==> config.mk <==
export PLATFORM = sky130hd
export DESIGN_NAME = ploc_multilane_counter
export DESIGN_NICKNAME = d
export VERILOG_FILES = /design/src/rtl/ploc_multilane_counter.sv
export SDC_FILE = /design/constraint.sdc
export NUM_CORES = 1
export LEC_CHECK = 0
export ABC_AREA = 1
export BUFFER_PORTS_ARGS = -buffer_cell sky130_fd_sc_hd__buf_4
export CORE_UTILIZATION = 40
export DETAILED_ROUTE_END_ITERATION = 10
export GPL_TIMING_DRIVEN = 1
export PLACE_DENSITY_LB_ADDON = 0.12
export SLEW_MARGIN = 40
export SYNTH_ARGS = -nofsm -noshare
export SYNTH_HDL_FRONTEND = slang
export SYNTH_SLANG_ARGS = --single-unit
export TNS_END_PERCENT = 100
==> constraint.sdc <==
create_clock -name clk -period 5.4 [get_ports clk]
set_clock_uncertainty 0.05 [all_clocks]
set_input_delay 0.54 -clock clk [delete_from_list [all_inputs] [get_ports clk]]
set_output_delay 0.54 -clock clk [all_outputs]
set_load 0.02 [all_outputs]
==> src/rtl/ploc_multilane_counter.sv <==
// Multi-entrance parking-lot occupancy counter: each lane has its own synchroniser,
// debouncer and direction FSM; lane events merge into one saturating count.
module ploc_multilane_counter #(
  parameter int LANES     = 2,
  parameter int CAP       = 99,
  parameter int CNT_W     = 7,
  parameter int DB_CYCLES = 16
) (
  input  logic             clk,
  input  logic             reset,
  input  logic [LANES-1:0] sens_a,
  input  logic [LANES-1:0] sens_b,
  input  logic             clr_err,
  output logic [CNT_W-1:0] count,
  output logic [3:0]       bcd_tens,
  output logic [3:0]       bcd_ones,
  output logic             full,
  output logic             empty,
  output logic [LANES-1:0] enter_pulse,
  output logic [LANES-1:0] exit_pulse,
  output logic             err_ovf,
  output logic             err_udf
);
  localparam int DB_W  = (DB_CYCLES > 1) ? $clog2(DB_CYCLES) : 1;
  localparam int SUM_W = CNT_W + 5;

  localparam logic [2:0] S_IDLE   = 3'd0;
  localparam logic [2:0] S_IN_A   = 3'd1;
  localparam logic [2:0] S_IN_AB  = 3'd2;
  localparam logic [2:0] S_IN_B   = 3'd3;
  localparam logic [2:0] S_OUT_B  = 3'd4;
  localparam logic [2:0] S_OUT_BA = 3'd5;
  localparam logic [2:0] S_OUT_A  = 3'd6;

  for (genvar gi = 0; gi < LANES; gi++) begin : g_lane
    logic [1:0] raw;
    logic [1:0] lvl;
    logic [2:0] state_q, state_d;
    logic       enter_q, enter_d, exit_q, exit_d;

    // Bit 1 carries the outer beam (a), bit 0 the inner beam (b).
    assign raw = {sens_a[gi], sens_b[gi]};

    for (genvar bi = 0; bi < 2; bi++) begin : g_bit
      logic            meta_q, meta_d, sync_q, sync_d, lvl_q, lvl_d;
      logic [DB_W-1:0] cnt_q, cnt_d;

      always_comb begin
        meta_d = raw[bi];
        sync_d = meta_q;
        lvl_d  = lvl_q;
        cnt_d  = '0;
        if (sync_q != lvl_q) begin
          if (cnt_q == DB_W'(DB_CYCLES - 1)) lvl_d = sync_q;
          else                               cnt_d = cnt_q + DB_W'(1);
        end
      end

      always_ff @(posedge clk) begin
        if (reset) begin
          meta_q <= 1'b0;
          sync_q <= 1'b0;
          lvl_q  <= 1'b0;
          cnt_q  <= '0;
        end else begin
          meta_q <= meta_d;
          sync_q <= sync_d;
          lvl_q  <= lvl_d;
          cnt_q  <= cnt_d;
        end
      end

      assign lvl[bi] = lvl_q;
    end

    always_comb begin
      state_d = state_q;
      enter_d = 1'b0;
      exit_d  = 1'b0;
      case (state_q)
        S_IDLE: begin
          if (lvl == 2'b10)      state_d = S_IN_A;
          else if (lvl == 2'b01) state_d = S_OUT_B;
        end
        S_IN_A: begin
          if (lvl == 2'b11)      state_d = S_IN_AB;
          else if (lvl == 2'b00) state_d = S_IDLE;
        end
        S_IN_AB: begin
          if (lvl == 2'b01)      state_d = S_IN_B;
          else if (lvl == 2'b10) state_d = S_IN_A;
          else if (lvl == 2'b00) state_d = S_IDLE;
        end
        S_IN_B: begin
          if (lvl == 2'b00) begin
            state_d = S_IDLE;
            enter_d = 1'b1;
          end else if (lvl == 2'b11) begin
            state_d = S_IN_AB;
          end
        end
        S_OUT_B: begin
          if (lvl == 2'b11)      state_d = S_OUT_BA;
          else if (lvl == 2'b00) state_d = S_IDLE;
        end
        S_OUT_BA: begin
          if (lvl == 2'b10)      state_d = S_OUT_A;
          else if (lvl == 2'b01) state_d = S_OUT_B;
          else if (lvl == 2'b00) state_d = S_IDLE;
        end
        S_OUT_A: begin
          if (lvl == 2'b00) begin
            state_d = S_IDLE;
            exit_d  = 1'b1;
          end else if (lvl == 2'b11) begin
            state_d = S_OUT_BA;
          end
        end
        default: state_d = S_IDLE;
      endcase
    end

    always_ff @(posedge clk) begin
      if (reset) begin
        state_q <= S_IDLE;
        enter_q <= 1'b0;
        exit_q  <= 1'b0;
      end else begin
        state_q <= state_d;
        enter_q <= enter_d;
        exit_q  <= exit_d;
      end
    end

    assign enter_pulse[gi] = enter_q;
    assign exit_pulse[gi]  = exit_q;
  end

  logic [CNT_W-1:0]        count_q, count_d;
  logic [3:0]              tens_q, tens_d, ones_q, ones_d;
  logic                    full_q, full_d, empty_q, empty_d;
  logic                    err_ovf_q, err_ovf_d, err_udf_q, err_udf_d;
  logic [3:0]              e_cnt, x_cnt;
  logic signed [SUM_W-1:0] sum;

  // Entries and exits in one cycle net out before saturation is applied.
  always_comb begin
    e_cnt = '0;
    x_cnt = '0;
    for (int i = 0; i < LANES; i++) begin
      e_cnt = e_cnt + 4'(enter_pulse[i]);
      x_cnt = x_cnt + 4'(exit_pulse[i]);
    end
    sum = $signed(SUM_W'(count_q)) + $signed(SUM_W'(e_cnt)) - $signed(SUM_W'(x_cnt));
    err_ovf_d = err_ovf_q & ~clr_err;
    err_udf_d = err_udf_q & ~clr_err;
    if (sum[SUM_W-1]) begin
      count_d   = '0;
      err_udf_d = 1'b1;
    end else if (sum > $signed(SUM_W'(CAP))) begin
      count_d   = CNT_W'(CAP);
      err_ovf_d = 1'b1;
    end else begin
      count_d = CNT_W'(sum);
    end
    full_d  = (count_d == CNT_W'(CAP));
    empty_d = (count_d == '0);
    tens_d  = 4'(count_d / CNT_W'(10));
    ones_d  = 4'(count_d % CNT_W'(10));
  end

  always_ff @(posedge clk) begin
    if (reset) begin
      count_q   <= '0;
      tens_q    <= 4'd0;
      ones_q    <= 4'd0;
      full_q    <= 1'b0;
      empty_q   <= 1'b1;
      err_ovf_q <= 1'b0;
      err_udf_q <= 1'b0;
    end else begin
      count_q   <= count_d;
      tens_q    <= tens_d;
      ones_q    <= ones_d;
      full_q    <= full_d;
      empty_q   <= empty_d;
      err_ovf_q <= err_ovf_d;
      err_udf_q <= err_udf_d;
    end
  end

  assign count    = count_q;
  assign bcd_tens = tens_q;
  assign bcd_ones = ones_q;
  assign full     = full_q;
  assign empty    = empty_q;
  assign err_ovf  = err_ovf_q;
  assign err_udf  = err_udf_q;
endmodule

==> reports/results.ini <==
[cts]
cts_setup_buffers=0
clk_pin_slew_worst_paths_ns=0.10
cts-hold-fix-buffers=0
cts_buffers=5
cts_tree=done
clockRootBuffer=clkbuf_8
clock-sinks=56
worstSkewPairLatency_ns=0.31
ctsResizeCount=0
htree_levels=2
clock_path_buffers=2

[synthesis]
ys.flop_type=dfxtp_1
async_reset_ff_share_pct=0
syn_area_per_cell_um2=7.484
synth_edf_count=0
synthTopCellsByCount=inv_1, dfxtp_1, nand2_1, nor2_1, nand3_1
synth_cell_types=39
ys_ff_latch=56
synth_seq_area_share_pct=34.12
synth_top_cells_by_area=dfxtp_1, ha_1, inv_1
syn_inst=439
synth_nets=471
synth_area_mm2=0.003286
synth_most_common_cell=inv_1
ys.warnings.count=0
yosys.area.top_type_share_pct=34.12
yosysTopAreaCell=dfxtp_1

[global_routing]
grt_max_degree=35
grt_pass1_vias=2544
overflow=0
grt_util_all_layers_pct=16.56
grt_pass1_wl_um=11370
antenna_found_initial=0

[power_and_ir_drop]
p_sw_uw=944.6
power_frac_seq_pct=24.6
pwr-share-clk_pct=14.3
ir_drop_mv=0.3045
p_int_uw=1037
power_density_mw_per_mm2=538.0
p_comb_share_pct=61.0
switching_share_pct=47.68
leakagePower_uw=0.001736

[floorplan]
dieArea_mm2=0.008580
coreArea_mm2=0.007848
initial_utilization_pct=41.87
pin_count=30
die_h_um=92.63
die_x_um=92.63
rows=32

[critical_path]
crit_fanout=4
crit_required_ns=5.60
crit_slowest_cell=fa_1
cpMostUsedCell=inv_1
worstSetupPathType=reg2reg
cp.arrival_ns=4.63
crit_path_start_kind=register
critPathTopFamily=simple AND/OR/NAND/NOR gates
critPathBufInv=8
cpPeakStageDelay_ns=0.49
cp-end-kind=register

[sta]
hold_viol=0
rsz0062_at_grt=no
maxSlewViolCount=0
period_share_pct=81.94
tightest_slew_ns=0.4677
setup_viol=0
max_clock_freq_mhz=226.0
tns_ns=0
maxSlewHeadroom_pct=68.63
post-route-min-period_ns=4.425
fin_hold_ws_ns=0.3564

[placement]
dp_hpwl_um=5086
place.gp.congestion=0.8159
io_buffers=29

[final_layout]
syn_to_final_growth_pct=12.07
fill_cells=825
multiInputGateArea_mm2=0.001785
drive_gt1_share_pct=17.85
nets=496
diodes=0
area.sequential_mm2=0.001121

[route]
drt_iter0_markers=98
wl_per_cell_um=11.60
first_pass_iters=4
via_per_inst=4.827
ant_nets=0
dr_total_vias=2737
drt-total-wl_um=6579
drc=0

[run_status]
status=finished clean

[flow_run]
timing.max_cap.violations=0

[min_path]
min_path_type=reg2reg

power by group through the flow:
stage | registers [uW] | logic [uW] | clock network [uW]
2_1_floorplan | 545 | 928 | 0
3_3_place_gp | 498 | 1190 | 0
3_5_place_dp | 498 | 1210 | 0
4_1_cts | 489 | 1210 | 296
5_1_grt | 494 | 1360 | 312
6_report | 488 | 1210 | 284
layout make-up:
class	instances	area share, %
Multi-Input combinational cell	287	48.49
Sequential cell	56	30.45
Tap cell	102	3.466
Clock buffer	6	1.971
Inverter	85	8.665
Timing Repair Buffer	29	5.912
Clock inverter	2	1.053
per-layer routing:
metal / part of all wire, % / wire (um) / track usage, % / vias to the layer above
met3: 3.1 / 202 / 3.695 / 4
met4: 0.65 / 43 / 4.487 / 0
met5: 0 / 0 / 0 / -
met1: 47 / 3088 / 19.89 / 1245
li1: - / - / - / 1453
met2: 49 / 3246 / 29.57 / 35
worst min-delay path: stages, from the launching register on:
cell     delay (ns)
dfxtp_1        0.31
inv_1          0.04
nor2_1         0.03
cell usage in the layout, fill, tap and decap left out, types with 5 or more instances in the layout:
cell	instances
buf_4	29
inv_2	11
nand2_4	8
a21oi_1	23
o211ai_1	5
nor2_1	52
nand3_1	24
o21ai_0	15
dfxtp_1	56
inv_1	73
ha_1	22
nand4_1	9
nor3_1	19
nand3_2	6
clkbuf_8	5
nand2_2	11
nand2_1	55
xor2_1	6
cell families (layout without fill, tap and decap cells):
family / count (synthesis) / after routing / synth area share [%]
muxes: 1 / 1 / 0.3047
xor gates and xnor gates: 9 / 9 / 2.399
and+or+nand+nor: 193 / 193 / 30.50
DFF: 56 / 56 / 34.12
buffers and inverters: 96 / 122 / 11.54
AOI/OAI and AO/OA: 59 / 59 / 10.93
adders and majority gates: 25 / 25 / 10.21
registers in the layout, indices dropped and copies added (netlist names), 2 cells and up:
| name | flops |
|---|---|
| g_lane.enter_q | 2 |
| g_lane.g_bit.sync_q | 4 |
| g_lane.state_q | 6 |
| bcd_ones | 3 |
| count | 7 |
| g_lane.g_bit.cnt_q | 16 |
| bcd_tens | 4 |
| g_lane.exit_q | 2 |
| g_lane.g_bit.lvl_q | 4 |
| g_lane.g_bit.meta_q | 4 |
worst paths after layout:
| check | slack [ns] | to | depth (start not counted) | from |
|---|---|---|---|---|
| worst min register to register | 0.36 | g_lane[1].g_bit[0].sync_q | 2 | g_lane[1].g_bit[0].meta_q |
| worst max register to register | 0.98 | bcd_ones[1] | 36 | g_lane[0].exit_q |
| worst min-delay path | 0.36 | g_lane[1].g_bit[0].sync_q | 2 | g_lane[1].g_bit[0].meta_q |
| worst max-delay path | 0.98 | bcd_ones[1] | 36 | g_lane[0].exit_q |
metrics by stage:
stage                     instances  area, um^2  worst slack, ns  power [uW]  utilization [%]
after floorplan                 439        3286            1.351        1473                -
after global placement          559        3571            1.056        1690            45.50
after detailed placement        559        3571           0.9775        1708            45.50
after CTS                       567        3682           0.9502        1999            46.92
after global routing            567        3682           0.5198        2166            46.92
final                           567        3682           0.9755        1981            46.92
No activity file was read; power rests on OpenSTA's default activity.
